[config.mk]
export PLATFORM = sky130hd
export DESIGN_NAME = vmem_stride_agen
export DESIGN_NICKNAME = d
export VERILOG_FILES = /design/src/rtl/vmem_stride_agen_pkg.sv /design/src/rtl/vmem_stride_agen.sv
export SDC_FILE = /design/constraint.sdc
export NUM_CORES = 1
export LEC_CHECK = 0
export ABC_AREA = 1
export CAP_MARGIN = 20
export CORE_ASPECT_RATIO = 2
export CORE_MARGIN = 1.5
export CORE_UTILIZATION = 35
export CTS_CLUSTER_DIAMETER = 50
export DETAILED_ROUTE_END_ITERATION = 7
export GPL_TIMING_DRIVEN = 0
export HOLD_SLACK_MARGIN = 0.06
export PLACE_DENSITY_LB_ADDON = 0.2
export SLEW_MARGIN = 5
export SYNTH_ARGS = -nofsm -noshare
export SYNTH_HDL_FRONTEND = slang
export SYNTH_SLANG_ARGS = --single-unit
[constraint.sdc]
create_clock -name clk -period 5.1 [get_ports clk]
set_input_delay 1.02 -clock clk [delete_from_list [all_inputs] [get_ports clk]]
set_output_delay 1.02 -clock clk [all_outputs]
set_load 0.05 [all_outputs]
[src/rtl/vmem_stride_agen_pkg.sv]
// Shared vector-memory definitions: address-generator state encoding and the
// element-count / element-size defaults that the memory unit also uses.
package vmem_stride_agen_pkg;

  localparam int VMEM_LOG2MVL   = 6;
  localparam int VMEM_ELEMBYTES = 4;

  typedef enum logic [1:0] {
    ST_IDLE  = 2'd0,
    ST_FETCH = 2'd1,
    ST_WAIT  = 2'd2,
    ST_GEN   = 2'd3
  } agen_state_t;

endpackage

[src/rtl/vmem_stride_agen.sv]
// Strided element-address generator: reads one stride register, then emits
// base + i*stride for i = 0..vl-1. Optional unit-stride path: VSTRIDE_AGEN_UNIT_EN.
module vmem_stride_agen
  import vmem_stride_agen_pkg::*;
#(
  parameter int WIDTH       = 32,
  parameter int LOG2NUMREGS = 3,
  parameter int LOG2MVL     = VMEM_LOG2MVL,
  parameter int ELEMBYTES   = VMEM_ELEMBYTES
) (
  input  logic                   clk,
  input  logic                   reset,
  input  logic                   start,
  output logic                   start_ready,
  input  logic [WIDTH-1:0]       start_base,
  input  logic [LOG2NUMREGS-1:0] start_sreg,
  input  logic [LOG2MVL:0]       start_vl,
`ifdef VSTRIDE_AGEN_UNIT_EN
  input  logic                   start_unit,
`endif
  output logic [LOG2NUMREGS-1:0] stride_reg,
  output logic                   stride_en,
  input  logic [WIDTH-1:0]       stride_data,
  output logic                   addr_valid,
  input  logic                   addr_ready,
  output logic [WIDTH-1:0]       addr,
  output logic [LOG2MVL-1:0]     addr_idx,
  output logic                   addr_last,
  output logic                   done
);

  localparam logic [LOG2MVL-1:0] IDX_ONE = LOG2MVL'(1);
  localparam logic [LOG2MVL:0]   VL_ONE  = (LOG2MVL + 1)'(1);
  localparam logic [WIDTH-1:0]   UNIT_STRIDE = WIDTH'(ELEMBYTES);

  agen_state_t            state_q;
  logic [WIDTH-1:0]       base_q;
  logic [LOG2NUMREGS-1:0] sreg_q;
  logic [LOG2MVL-1:0]     vl_m1_q;
  logic [WIDTH-1:0]       stride_q;
  logic [WIDTH-1:0]       acc_q;
  logic [LOG2MVL-1:0]     idx_q;
  logic                   zero_done_q;

  logic [WIDTH-1:0]       acc_d;
  logic [LOG2MVL-1:0]     idx_d;
  logic [LOG2MVL-1:0]     vl_m1_d;
  logic                   is_last;
  logic                   unit_cmd;

`ifdef VSTRIDE_AGEN_UNIT_EN
  assign unit_cmd = start_unit;
`else
  assign unit_cmd = 1'b0;
`endif

  always_comb begin
    acc_d   = acc_q + stride_q;
    idx_d   = idx_q + IDX_ONE;
    vl_m1_d = LOG2MVL'(start_vl - VL_ONE);
    is_last = (state_q == ST_GEN) && (idx_q == vl_m1_q);
  end

  always_ff @(posedge clk) begin
    if (reset) begin
      state_q     <= ST_IDLE;
      base_q      <= '0;
      sreg_q      <= '0;
      vl_m1_q     <= '0;
      stride_q    <= '0;
      acc_q       <= '0;
      idx_q       <= '0;
      zero_done_q <= 1'b0;
    end else begin
      zero_done_q <= 1'b0;
      case (state_q)
        ST_IDLE: begin
          if (start) begin
            base_q  <= start_base;
            sreg_q  <= start_sreg;
            vl_m1_q <= vl_m1_d;
            if (start_vl == '0) begin
              // Empty vector: complete without touching the regfile.
              zero_done_q <= 1'b1;
            end else if (unit_cmd) begin
              stride_q <= UNIT_STRIDE;
              acc_q    <= start_base;
              idx_q    <= '0;
              state_q  <= ST_GEN;
            end else begin
              state_q <= ST_FETCH;
            end
          end
        end
        ST_FETCH: state_q <= ST_WAIT;
        ST_WAIT: begin
          // Regfile data arrives the cycle after the read enable.
          stride_q <= stride_data;
          acc_q    <= base_q;
          idx_q    <= '0;
          state_q  <= ST_GEN;
        end
        ST_GEN: begin
          if (addr_ready) begin
            if (is_last) begin
              state_q <= ST_IDLE;
            end else begin
              acc_q <= acc_d;
              idx_q <= idx_d;
            end
          end
        end
        default: state_q <= ST_IDLE;
      endcase
    end
  end

  assign start_ready = (state_q == ST_IDLE);
  assign stride_en   = (state_q == ST_FETCH);
  assign stride_reg  = (state_q == ST_FETCH) ? sreg_q : '0;
  assign addr_valid  = (state_q == ST_GEN);
  assign addr        = acc_q;
  assign addr_idx    = idx_q;
  assign addr_last   = is_last;
  assign done        = zero_done_q | (is_last & addr_ready);

endmodule
# Word level (Yosys, flattened, before mapping)
# Index checks and enable logic that the tools add are counted.
[totals]
regBits = 114
in_bits = 78
out_inout_bits = 46
[op_classes]
add_sub_neg = 3
eq_ne = 9
muxes = 13
bitwise_logic = 4
n_reduce_logical = 8
[op_table]
columns = ["op", "n"]
rows = [
  ["$mux 32", 2],
  ["$pmux 32 s2", 1],
  ["$add 32x32->32", 1],
  ["$mux 6", 2],
  ["$pmux 6 s2", 1],
  ["$mux 2", 4],
  ["$pmux 2 s4", 1],
  ["$logic_not 7->1", 1],
  ["$add 6x1->6 const B", 1],
  ["$eq 6x6->1", 1],
  ["$ne 2x2->1 const B", 3],
  ["$sub 6x1->6 const B", 1],
  ["$eq 2x2->1 const B", 2],
  ["$ne 2x1->1 const B", 2],
  ["$reduce_and 4->1", 1],
  ["$mux 3", 1],
  ["$reduce_and 3->1", 1],
  ["$reduce_or 3->1", 1],
  ["$eq 2x1->1 const B", 1],
  ["$logic_not 2->1", 1],
  ["$not 1->1", 2],
  ["$reduce_and 2->1", 1],
  ["$reduce_bool 2->1", 1],
  ["$and 1x1->1", 1],
  ["3 further kinds", 3],
]

# Longest topological paths before layout
# Gate-level depths: netlist of run 1.
[depth]
word_depth = 5
mapped_depth = 13

# Least setup slack after synthesis of run 1
# Ideal clock, no wire load.
[synth_path]
path_kind = "register to output"
start = "reg state_q[0]"
end = "out done"
arrival_ns = 2.211
required_time_ns = 4.080
slack_ns = 1.869
stages_incl_launch_ff = 6
n_path_buf = 1
path_cell_list = "dfxtp_1 > ha_1 > clkbuf_1 > inv_1 > nor2_2 > a21o_1"
[synth_between]
elab_chain_cells = 4
[synth_rtl]
columns = ["item", "line_no", "text"]
rows = [
  ["start, declared", "vmem_stride_agen.sv:36", "agen_state_t state_q;"],
  ["start signal, assigned", "vmem_stride_agen.sv:66", "state_q <= ST_IDLE;"],
  ["start signal, assigned", "vmem_stride_agen.sv:89", "state_q <= ST_GEN;"],
  ["start signal, assigned", "vmem_stride_agen.sv:91", "state_q <= ST_FETCH;"],
  ["$eq 2x2->1", "n/a", ""],
  ["via addr_valid", "vmem_stride_agen.sv:24", "output logic addr_valid,"],
  ["$logic_and 1x1->1", "vmem_stride_agen.sv:61", "is_last = (state_q == ST_GEN) && (idx_q == vl_m1_q);"],
  ["via addr_last", "vmem_stride_agen.sv:28", "output logic addr_last,"],
  ["$and 1x1->1", "vmem_stride_agen.sv:125", "assign done = zero_done_q | (is_last & addr_ready);"],
  ["$or 1x1->1", "vmem_stride_agen.sv:125", ""],
  ["end, declared", "vmem_stride_agen.sv:29", "output logic done"],
]
# The timed path passes the listed nets, and every way through them passes these cells.

# Worst setup path in the final report of run 1
[layout_path]
start = "reg state_q[0]"
end = "out done"
[layout_between]
elab_chain_cells = 4
[layout_rtl]
columns = ["item", "line_no"]
rows = [
  ["$eq 2x2->1", "vmem_stride_agen.sv:61"],
  ["$logic_and 1x1->1", "vmem_stride_agen.sv:61"],
  ["$and 1x1->1", "vmem_stride_agen.sv:125"],
  ["$or 1x1->1", "vmem_stride_agen.sv:125"],
]
# No other way between the ends.

==> results of run 1 <==
==> sequential cells by signal, summed over array words and instances, names as in the netlist <==
signal and count:
zero_done_q 1, stride_q 32, addr_idx 6, vl_m1_q 6, sreg_q 3, state_q 2, base_q 32, addr 32
==> logic make-up (layout without fill, tap and decap cells) <==
kind of cell	after synthesis	count (layout)
fa+ha+maj	39	39
buf+inv	182	336
compound gates	175	175
xor+xnor	21	21
flops	114	114
simple gates	601	601
==> cell usage after synthesis (8+ instances only) <==
cell and number:
nand2_1 303, nor2_1 232, inv_1 138, dfxtp_1 114, o21ai_0 91, a21oi_1 68, nand3_1 48, ha_1 38
clkbuf_1 32, xor2_1 13, xnor2_1 8
==> metrics by stage <==
step,setup WS (ns),util [%],cell area (um^2)
2_1_floorplan,1.869,-,6932
3_3_place_gp,1.539,43.77,8477
3_5_place_dp,1.540,43.77,8477
4_1_cts,1.390,46.85,9075
5_1_grt,1.266,46.85,9075
6_report,1.410,46.85,9075
==> per-layer routing <==
layer	GRT usage, %	wire [um]	up-vias
met2	46.12	13300	207
met4	19.23	2042	0
met3	3.804	774	74
met1	22.86	8586	3302
li1	-	-	3816
met5	0	0	-
==> power by group through the flow <==
stage	combinational, mW	clock, mW	sequential, mW
detailed placement	2.28	0	1.41
global placement	2.27	0	1.40
floorplan	1.29	0	1.58
finish	2.28	1.24	1.39
global route	2.52	1.29	1.41
CTS	2.30	1.25	1.39
==> worst max-delay path: cells and delay by family (launching register included) <==
kind | cells | cell delay [ns]
and+or+nand+nor | 1 | 0.26
adders and majority gates | 1 | 0.18
DFF | 1 | 0.37
buffers and inverters | 3 | 1.27
AOI/OAI and AO/OA | 1 | 0.15
==> worst max path at each step <==
stage	slack, ns	end	depth (start not counted)	start
after floorplan	1.87	done	5	state_q[0]
after global placement	1.54	done	3	addr_ready
after detailed placement	1.54	done	3	addr_ready
after CTS	1.39	done	6	state_q[1]
after global routing	1.27	done	6	state_q[1]
final	1.41	done	6	state_q[0]
==> layout by cell type (no fill, tap or decap), types with 2 or more instances in the layout <==
| cell type | Yosys | final |
|---|---|---|
| inv_2 | 2 | 2 |
| o21ai_1 | 7 | 7 |
| xnor2_1 | 8 | 8 |
| o21bai_1 | 2 | 2 |
| clkbuf_16 | 0 | 17 |
| and2_1 | 2 | 2 |
| o21ai_0 | 91 | 91 |
| nor3_1 | 7 | 7 |
| or2_2 | 2 | 2 |
| inv_8 | 0 | 2 |
| dfxtp_1 | 114 | 114 |
| buf_6 | 2 | 2 |
| a21o_1 | 3 | 3 |
| nor2_1 | 232 | 232 |
| clkbuf_1 | 32 | 32 |
| clkinv_4 | 0 | 3 |
| inv_6 | 0 | 5 |
| a21oi_1 | 68 | 68 |
| nand4_1 | 3 | 3 |
| clkdlybuf4s50_1 | 0 | 122 |
| bufinv_16 | 0 | 2 |
| buf_2 | 6 | 6 |
| nand3_1 | 48 | 48 |
| nand2_1 | 303 | 303 |
| xor2_1 | 13 | 13 |
| ha_1 | 38 | 38 |
| clkinvlp_4 | 0 | 2 |
| inv_1 | 138 | 138 |
==> cell type report <==
type / instances / area [um^2]
tap: 259 / 324.1
timing repair buffer: 122 / 1221
clock buffer: 17 / 425.4
multi-input combinational: 836 / 3944
inverter: 141 / 529.3
clock inverter: 15 / 172.7
buffer: 41 / 176.4
fill: 2115 / 10290
sequential: 114 / 2282
==> impl_metrics.csv, run 1 <==
group,metric,value,unit
status,status,"finished clean",
place,dp_cells,1513,
global_routing,grt_pass1_wl,37860,um
global_routing,antenna_found_initial,0,
setup_path,worst-endpoint-arrival,2.67,ns
cells_and_area,drive_gt1_share,3.733,%
floorplan,rows,72,
worst_hold_path,min_to,"base_q[6]",
global_routing,grt.overflow.total,0,
worst_hold_path,min_path_cells,2,
sta,worstMarginPinSlew,0.7667,ns
run,cap_violations,0,
synth,synth_xor_area_share,2.653,%
sta,relSlewSlack,48.89,%
sta,finalHoldViolations,0,
power_and_ir_drop,switching_share,45.92,%
setup_path,criticalPathCategory,"reg2out",
synth,syn_nets,1249,
sta,rsz0062_at_grt,"no",
setup_path,cp_max_fo,7,
synth,synth.cell_area,0.006932,mm^2
detailed_routing,drt_first_pass_iters,6,
synth,synth_compound_area_share,13.01,%
synth,synth_top_family_by_area,"simple AND/OR/NAND/NOR gates",
sta,max_clock_freq,0.2710,GHz
cells_and_area,final_net_count,1390,
place,gp_congestion,0.9941,
synth,yosys_register_bits,114,
clocking,htree_levels,4,
cells_and_area,diodes,0,
synth,ys_top_cells_by_area,"dfxtp_1, nand2_1, nor2_1",
setup_path,crit_slowest_cell,"clkdlybuf4s50_1",
power_and_ir_drop,p_int,2.652,mW
power_and_ir_drop,leakage,4.245,nW
setup_path,r2r_cells,7,
power_and_ir_drop,ir_drop,0.3606,mV
clocking,postCtsResizedCells,0,
setup_path,worstReg2RegEnd,"addr[26]",
synth,synth_top_flop_cell,"dfxtp_1",
detailed_routing,final_antenna_net_count,0,
setup_path,max_stage_delay,0.79,ns
global_routing,grt_pass1_vias,7309,
cells_and_area,syn2layout_area_growth,30.92,%
floorplan,die_y,202.0,um
detailed_routing,routedWlPerCell,15.99,um
floorplan,initial_core_util,35.79,%
worst_hold_path,worstHoldStart,"base_q[6]",
synth,synthSimpleGateAreaFrac,34.08,%
sta,setup_viol,0,
setup_path,endpoint_kind,"output port",
synth,avgSynthCellArea,6.123,um^2
detailed_routing,drc,0,
synth,synth_warnings,0,
detailed_routing,drt_wl_total,24700,um
sta,finalSetupTns,0,ns
floorplan,core-area,0.01937,mm^2
clocking,path_clk_slew,0.06,ns
sta,finalCriticalPeriod,3.690,ns
power_and_ir_drop,combinationalPowerShare,46.4,%
synth,yosysTopAreaCell,"dfxtp_1",
floorplan,dieArea,0.02071,mm^2
power_and_ir_drop,clockPowerShare,25.2,%
clocking,clkLatencyLatePin,0.43,ns
setup_path,cp.required,4.08,ns
detailed_routing,vias,7399,
setup_path,cp-start-kind,"register",
sta,skew,0.008029,ns
synth,async_reset_ff_share,0,%
floorplan,dieWidth,102.5,um
synth,yosysTopAreaCellShare,32.92,%
synth,synth_cells,1132,
setup_path,regToRegSetupSlack,2.47,ns
synth,seq_area_frac_synth,32.92,%
place,port_buffers,122,
power_and_ir_drop,p_total,4.904,mW
setup_path,cp_cell_sequence,"ha_1, clkbuf_1, inv_1, nor2_2, a21o_1, clkdlybuf4s50_1",
cells_and_area,finalNonFillerCells,1545,
detailed_routing,first_iter_violations,299,
power_and_ir_drop,switchingPower,2.252,mW
clocking,postCtsSetupBuffers,0,
synth,synth_edf_count,0,
power_and_ir_drop,p_seq_share,28.4,%
synth,synth_cell_types,32,
sta,fin_crit_sh,72.36,%
clocking,cts_max_path_buffers,2,
synth,synth_fa_ha_area_share,7.148,%
power_and_ir_drop,powerDensity,540.3,mW/mm^2
detailed_routing,viasPerCell,4.789,
clocking,cts_sinks,114,
sta,holdWs,0.4821,ns
clocking,root_buffer,"clkbuf_16",
synth,synthMuxAreaShare,0,%
place,dp_hpwl,20180,um
clocking,cts_buffers,17,
global_routing,grt_max_degree,17,
setup_path,r2r_start,"state_q[0]",
clocking,postCtsHoldBufs,0,
clocking,cts_tree,"yes",
worst_hold_path,hp-class,"reg2reg",
sta,slew_violations,0,
floorplan,io-pin-count,124,
global_routing,grt_use_total,24.75,%
No activity file was read; power rests on OpenSTA's default activity.
==> run 2, diff against run 1 <==
- clock period: 5.1 -> 3.6 ns (I/O delays scaled with it)
==> results of run 2 <==
The final DEF is identical to that of run 1. Status: finished clean.
Main changes from that run: setup slack after placement 1.540 ns -> 0.6397 ns; setup slack after layout 1.410 ns -> 0.2095 ns; register-to-register setup slack 2.47 ns -> 0.97 ns; total power 4.904 mW -> 6.947 mW; worst IR drop on VDD 0.3606 mV -> 0.5109 mV
